--- config.mk ---
export PLATFORM = sky130hd
export DESIGN_NAME = pulse_pacer_flat
export DESIGN_NICKNAME = d
export VERILOG_FILES = /design/src/rtl/pulse_pacer_if.sv /design/src/rtl/pulse_pacer.sv /design/src/flat_wrapper.sv
export SDC_FILE = /design/constraint.sdc
export NUM_CORES = 1
export LEC_CHECK = 0
export ABC_CLOCK_PERIOD_IN_PS = 6220
export BUFFER_PORTS_ARGS = -buffer_cell sky130_fd_sc_hd__buf_2
export CELL_PAD_IN_SITES_DETAIL_PLACEMENT = 2
export CELL_PAD_IN_SITES_GLOBAL_PLACEMENT = 2
export CORE_AREA = 2 2 65 79
export CTS_BUF_LIST = sky130_fd_sc_hd__clkbuf_4
export DETAILED_ROUTE_END_ITERATION = 10
export DIE_AREA = 0 0 67 81
export MAX_ROUTING_LAYER = met4
export PLACE_DENSITY = 0.83
export SYNTH_ARGS = -nofsm -noshare
export SYNTH_HDL_FRONTEND = slang
export SYNTH_SLANG_ARGS = --single-unit
--- constraint.sdc ---
create_clock -name clk -period 6.22 [get_ports clk]
set_clock_uncertainty 0.2 [all_clocks]
set_input_delay 0.311 -clock clk [delete_from_list [all_inputs] [get_ports clk]]
set_output_delay 0.311 -clock clk [all_outputs]
set_load 0.01 [all_outputs]
--- src/rtl/pulse_pacer_if.sv ---
// Event pulse bundle for pulse_pacer: per-channel request pulses in, paced
// events and per-channel status out.
interface pulse_pacer_if #(
  parameter int N  = 4,
  parameter int CW = 4
);
  logic [N-1:0]    din;
  logic            clr;
  logic [N-1:0]    dout;
  logic [N*CW-1:0] pending;
  logic [N-1:0]    busy;
  logic [N-1:0]    overflow;

  modport master (
    output din, clr,
    input  dout, pending, busy, overflow
  );

  modport slave (
    input  din, clr,
    output dout, pending, busy, overflow
  );
endinterface

--- src/rtl/pulse_pacer.sv ---
// Multi-channel pulse regulator: queues one-cycle events in a saturating
// per-channel counter and replays them at least GAP cycles apart.
module pulse_pacer #(
  parameter int N    = 4,
  parameter int CW   = 4,
  parameter int GAP  = 3,
  parameter int MODE = 0
) (
  input  logic          clk,
  input  logic          nreset,
  pulse_pacer_if.slave  bus
);

  localparam int            TW       = (GAP > 1) ? $clog2(GAP) : 1;
  localparam logic [CW-1:0] CNT_MAX  = {CW{1'b1}};
  localparam logic [CW-1:0] CNT_ONE  = CW'(1);
  localparam logic [TW-1:0] TMR_LOAD = TW'(GAP - 1);
  localparam logic [TW-1:0] TMR_ONE  = TW'(1);

  logic [N-1:0]    dout_v;
  logic [N-1:0]    busy_v;
  logic [N-1:0]    ovf_v;
  logic [N*CW-1:0] pend_v;

  for (genvar i = 0; i < N; i++) begin : g_ch
    logic [CW-1:0] cnt;
    logic [CW-1:0] cnt_nxt;
    logic [TW-1:0] tmr;
    logic          ovf;
    logic          emit;
    logic          drop;

    // Emission depends only on state, so a new din never short-circuits to dout.
    assign emit = (cnt != '0) && (tmr == '0);
    assign drop = bus.din[i] && !emit && (cnt == CNT_MAX);

    always_comb begin
      // NOTE: default first so every path assigns cnt_nxt and no latch is inferred.
      cnt_nxt = cnt;
      if (bus.din[i] && !emit) begin
        if (cnt != CNT_MAX) cnt_nxt = cnt + CNT_ONE;
      end else if (!bus.din[i] && emit) begin
        cnt_nxt = cnt - CNT_ONE;
      end
    end

    // NOTE: non-blocking assignments keep every flop sampling pre-edge values.
    always_ff @(posedge clk or negedge nreset) begin
      if (!nreset) begin
        cnt <= '0;
        tmr <= '0;
        ovf <= 1'b0;
      end else begin
        cnt <= cnt_nxt;
        if (emit)              tmr <= TMR_LOAD;
        else if (tmr != '0)    tmr <= tmr - TMR_ONE;
        // A drop in the same cycle as clr must still be recorded.
        if (drop)              ovf <= 1'b1;
        else if (bus.clr)      ovf <= 1'b0;
      end
    end

    if (MODE == 1) begin : g_toggle
      logic tog;
      always_ff @(posedge clk or negedge nreset) begin
        if (!nreset)   tog <= 1'b0;
        else if (emit) tog <= ~tog;
      end
      assign dout_v[i] = tog;
    end else begin : g_pulse
      assign dout_v[i] = emit;
    end

    assign busy_v[i]           = (cnt != '0) || (tmr != '0);
    assign ovf_v[i]            = ovf;
    assign pend_v[i*CW +: CW]  = cnt;
  end

  assign bus.dout     = dout_v;
  assign bus.busy     = busy_v;
  assign bus.overflow = ovf_v;
  assign bus.pending  = pend_v;

endmodule

--- src/flat_wrapper.sv ---
// flat-port wrapper written by rule: the top's interface ports become plain ports
module pulse_pacer_flat 
#(
  parameter int N    = 4,
  parameter int CW   = 4,
  parameter int GAP  = 3,
  parameter int MODE = 0
)
  (clk, nreset, bus_din, bus_clr, bus_dout, bus_pending, bus_busy, bus_overflow);
  pulse_pacer_if #(.N(N), .CW(CW)) bus_i ();
  input  logic clk;
  input  logic nreset;
  input wire logic [$bits(bus_i.din)-1:0] bus_din;
  input wire logic [$bits(bus_i.clr)-1:0] bus_clr;
  output wire logic [$bits(bus_i.dout)-1:0] bus_dout;
  output wire logic [$bits(bus_i.pending)-1:0] bus_pending;
  output wire logic [$bits(bus_i.busy)-1:0] bus_busy;
  output wire logic [$bits(bus_i.overflow)-1:0] bus_overflow;
  assign bus_i.din = bus_din;
  assign bus_i.clr = bus_clr;
  assign bus_dout = bus_i.dout;
  assign bus_pending = bus_i.pending;
  assign bus_busy = bus_i.busy;
  assign bus_overflow = bus_i.overflow;
  pulse_pacer #(.N(N), .CW(CW), .GAP(GAP), .MODE(MODE)) u_core (.clk(clk), .nreset(nreset), .bus(bus_i));
endmodule
==> impl_results.md <==
* Critical path capture point type: flip-flop
* Syn Nets at between 150 and 200
* CP Launch Type: flip-flop
* # DRC at 0
* RSZ-0062 raised after global routing: false
* Drt first pass iters at 4
* Sink count of the clock tree at 28
* Adder and majority gate portion of the synthesized area at between 10 and 15%
* Worst Max-Slew Pin Slew at ~0.65 ns
* Synth top area share at roughly 39%
* FMAX at between 300 and 400 MHz
* Vias in the first global route at between 1500 and 2000
* Cell family with most CP delay: compound AO/OA/AOI/OAI gates
* Post-route minimum period at a little under 3 ns
* Initial antenna violation count at 0
* GRT Total Usage at roughly 18%
* Port bufs at 34
* Setup ws final at approximately 3.3 ns
* Place WS at between 3 and 4 ns
* Largest family of logic cells by synthesized area: compound AO/OA/AOI/OAI gates
* Crit path kind: flip-flop to flip-flop
* Inserted Clock Buffers at 3
* Final setup TNS at 0 ns
* Antenna Nets Post-Route at 0
* Pleak at just over 0.9 nW
* Biggest area consumer among synthesized cells: dfrtp_1
* Crit path DAT at between 2 and 3 ns
* Post-route design area at slightly above 2000 sq um
* Chip Height at around 81 um
* Post-layout nets at ~220
* Final setup fails at 0
* Sw Share at 45.8%
* Synthesized instance count at around 170
* DRT iter0 DRCs at 45
* FF-to-FF setup slack at 3.33 ns
* Outcome: finished, final reports clean
* Layout Cells excl Fill at between 200 and 300
* Final Cycle Share at 46.5%
* Largest net degree at the start of global routing at 29
* Worst-path clk slew at around 0.16 ns
* CTS tree: done
* Area share of and/or/nand/nor cells after synthesis at 9.03%
* Layout cells sized above 1 at roughly 27%
* H-tree depth at 1
* Starting Density at between 30% and 40%
* Post-synth design cell area at 1770 sq um
* Pwr/cell area at about 600 nW/um^2
* YS warnings at 0
* Clk network pwr share at roughly a tenth
* Post-synthesis sequential area ratio at 39.5%
* Synth top area cells: dfrtp_1, ha_1, a21oi_1
* Die width at about 67 um
* Hold WC Path Type: input pin to flip-flop
* Vias at approximately 1400
* Clock Tree Buf Depth at 2
* Drt wl/cell at about 17 um
* Post-synthesis mux area share at under 10%
* Core area at approximately 4800 sq um
* Vias/cell at approximately 5.4
* CP required at 6.27 ns
* Buffers & Inverters on Critical Path at 0
* DP HPWL at roughly 3.4 mm
* Distinct cells, synth at 40
* NetSw at about 560 uW
* Crit-path max FO at 7
* Slew Limit Fails at 0
* Row count at 28
* Die area at 5430 sq um
* Dpl cell area at 1960 sq um
* Gpl congestion at about 0.80
* Skew-Pair Late Insertion Delay at 0.34 ns
* Layout area overhead at 14.0%
* Inst Count DP at ~260
* Util after Layout at a little over two fifths
* Max-slew headroom at 56.3%
* Post-Synth XOR/XNOR Area at under 10%
* # IOs at 35
* Pint at approximately 670 uW
* VDD IR-drop max at about 0.23 mV
* CTS Root Cell: clkbuf_4
* Slowest stage delay, CP at about 0.50 ns
* Worst path cell trace: o41ai_2 > nand2_1 > ha_1 > a21o_1 > a21oi_1 > mux2_2 > o31a_1
* GR Overflow Total at 0
* Combinational Power Share at between 50% and 60%
* MaxCap Viol Count at 0
* Fin. Hold Viols at 0
* First-pass GRT wire length at roughly 7 mm
* # diodes at 0
* Sequential power share at 33.7%
* DRT Wirelength at 4.33 mm
* CP max-delay cell: dfrtp_1
* Synthesized flop and latch total at 28
* Syn avg cell area at around 10 sq um
* Post-synthesis compound-gate area fraction at 20.6%
[per-layer routing]
metal | vias up | share of wire (%) | global-route usage [%]
li1 | 669 | - | -
met1 | 720 | 41 | 19.5
met2 | 19 | 55 | 32.6
met3 | 5 | 2.4 | 1.66
met4 | 0 | 1.7 | 6.73
met5 | - | 0 | -
[metrics by stage]
step | total power, mW | hold slack (ns)
after global routing | 1.35 | 0.0332
after detailed placement | 1.12 | 0.178
after global placement | 1.04 | 0.167
final | 1.23 | 0.0491
after CTS | 1.25 | 0.0436
after floorplan | 0.913 | -0.185
[worst reg2reg max path, cell delays in order, from the launching register on]
cell     delay, ns
dfrtp_1       0.50
o41ai_2       0.48
nand2_1       0.29
ha_1          0.35
a21o_1        0.18
a21oi_1       0.21
mux2_2        0.35
o31a_1        0.23
[cells in the final DEF (no fill, tap or decap), types with 4 or more instances in the layout]
cell type / n
ha_1: 12
nand3_1: 5
a21oi_1: 19
fa_1: 4
inv_1: 18
xor2_1: 6
dfrtp_1: 28
nor4_1: 4
nand2_1: 9
nor2_1: 5
mux2_2: 8
buf_2: 34
xnor2_1: 5
[power by group through the flow]
stage / clock network [mW] / logic [mW] / registers [mW]
floorplan: 0 / 0.499 / 0.414
detailed placement: 0 / 0.698 / 0.424
global route: 0.133 / 0.782 / 0.435
CTS: 0.128 / 0.703 / 0.419
finish: 0.125 / 0.689 / 0.414
global placement: 0 / 0.636 / 0.406
[flip-flops by register name (all words and copies together) (netlist names)]
signal           flops
u_core.g_ch.cnt     16
u_core.g_ch.ovf      4
u_core.g_ch.tmr      8
[worst paths after layout]
path | from | endpoint | cells past startpoint
setup / recovery | u_core.g_ch[0].cnt[0] | u_core.g_ch[0].cnt[3] | 7
hold / removal | bus_clr | u_core.g_ch[0].ovf | 2
setup reg to reg | u_core.g_ch[0].cnt[0] | u_core.g_ch[0].cnt[3] | 7
hold reg to reg | u_core.g_ch[3].ovf | u_core.g_ch[3].ovf | 2
max in group asynchronous | nreset | u_core.g_ch[2].tmr[1] | 2
min in group asynchronous | nreset | u_core.g_ch[3].cnt[3] | 2
[Yosys cell counts]
master	n
a2111o_1	1
a211o_1	1
a211oi_1	2
a21bo_2	1
a21o_1	1
a21oi_1	19
a21oi_2	1
a221oi_2	1
and2_1	1
and4_1	1
buf_4	8
dfrtp_1	28
fa_1	4
ha_1	12
inv_1	18
inv_2	1
mux2_2	8
nand2_1	9
nand2b_1	2
nand3_1	5
nand4_1	3
nor2_1	5
nor3_1	1
nor4_1	4
o211a_1	2
o211ai_1	2
o21ai_0	2
o21ai_1	1
o22ai_1	3
o2bb2ai_1	1
o31a_1	2
o31ai_1	1
o32ai_1	1
o32ai_2	1
o41a_1	2
o41ai_2	1
o41ai_4	1
or2_2	1
xnor2_1	5
xor2_1	6
[timing repair]
action | in CTS | in global routing
hold endpoints to repair | 28 | 0
gates resized for setup | 0 | 0
hold buffers | 1 | 0
buffers inserted | 0 | 0
[final cells by class]
cell class	instances	area, sq um
multi-input cells	114	942
clock inverters	1	30.0
inverters	19	71.3
well taps	60	75.1
fillers	527	2740
flip-flops and latches	28	701
repair buffers	35	180
clock buffers	3	22.5
[kinds of logic (layout without fill, tap and decap cells)]
| family | Yosys count | in the layout |
|---|---|---|
| DFF | 28 | 28 |
| and+or+nand+nor | 32 | 32 |
| xor gates and xnor gates | 11 | 11 |
| AOI/OAI and AO/OA | 47 | 47 |
| adders and majority gates | 16 | 16 |
| muxes | 8 | 8 |
| buffers and inverters | 27 | 58 |
No activity file was read; power rests on OpenSTA's default activity.
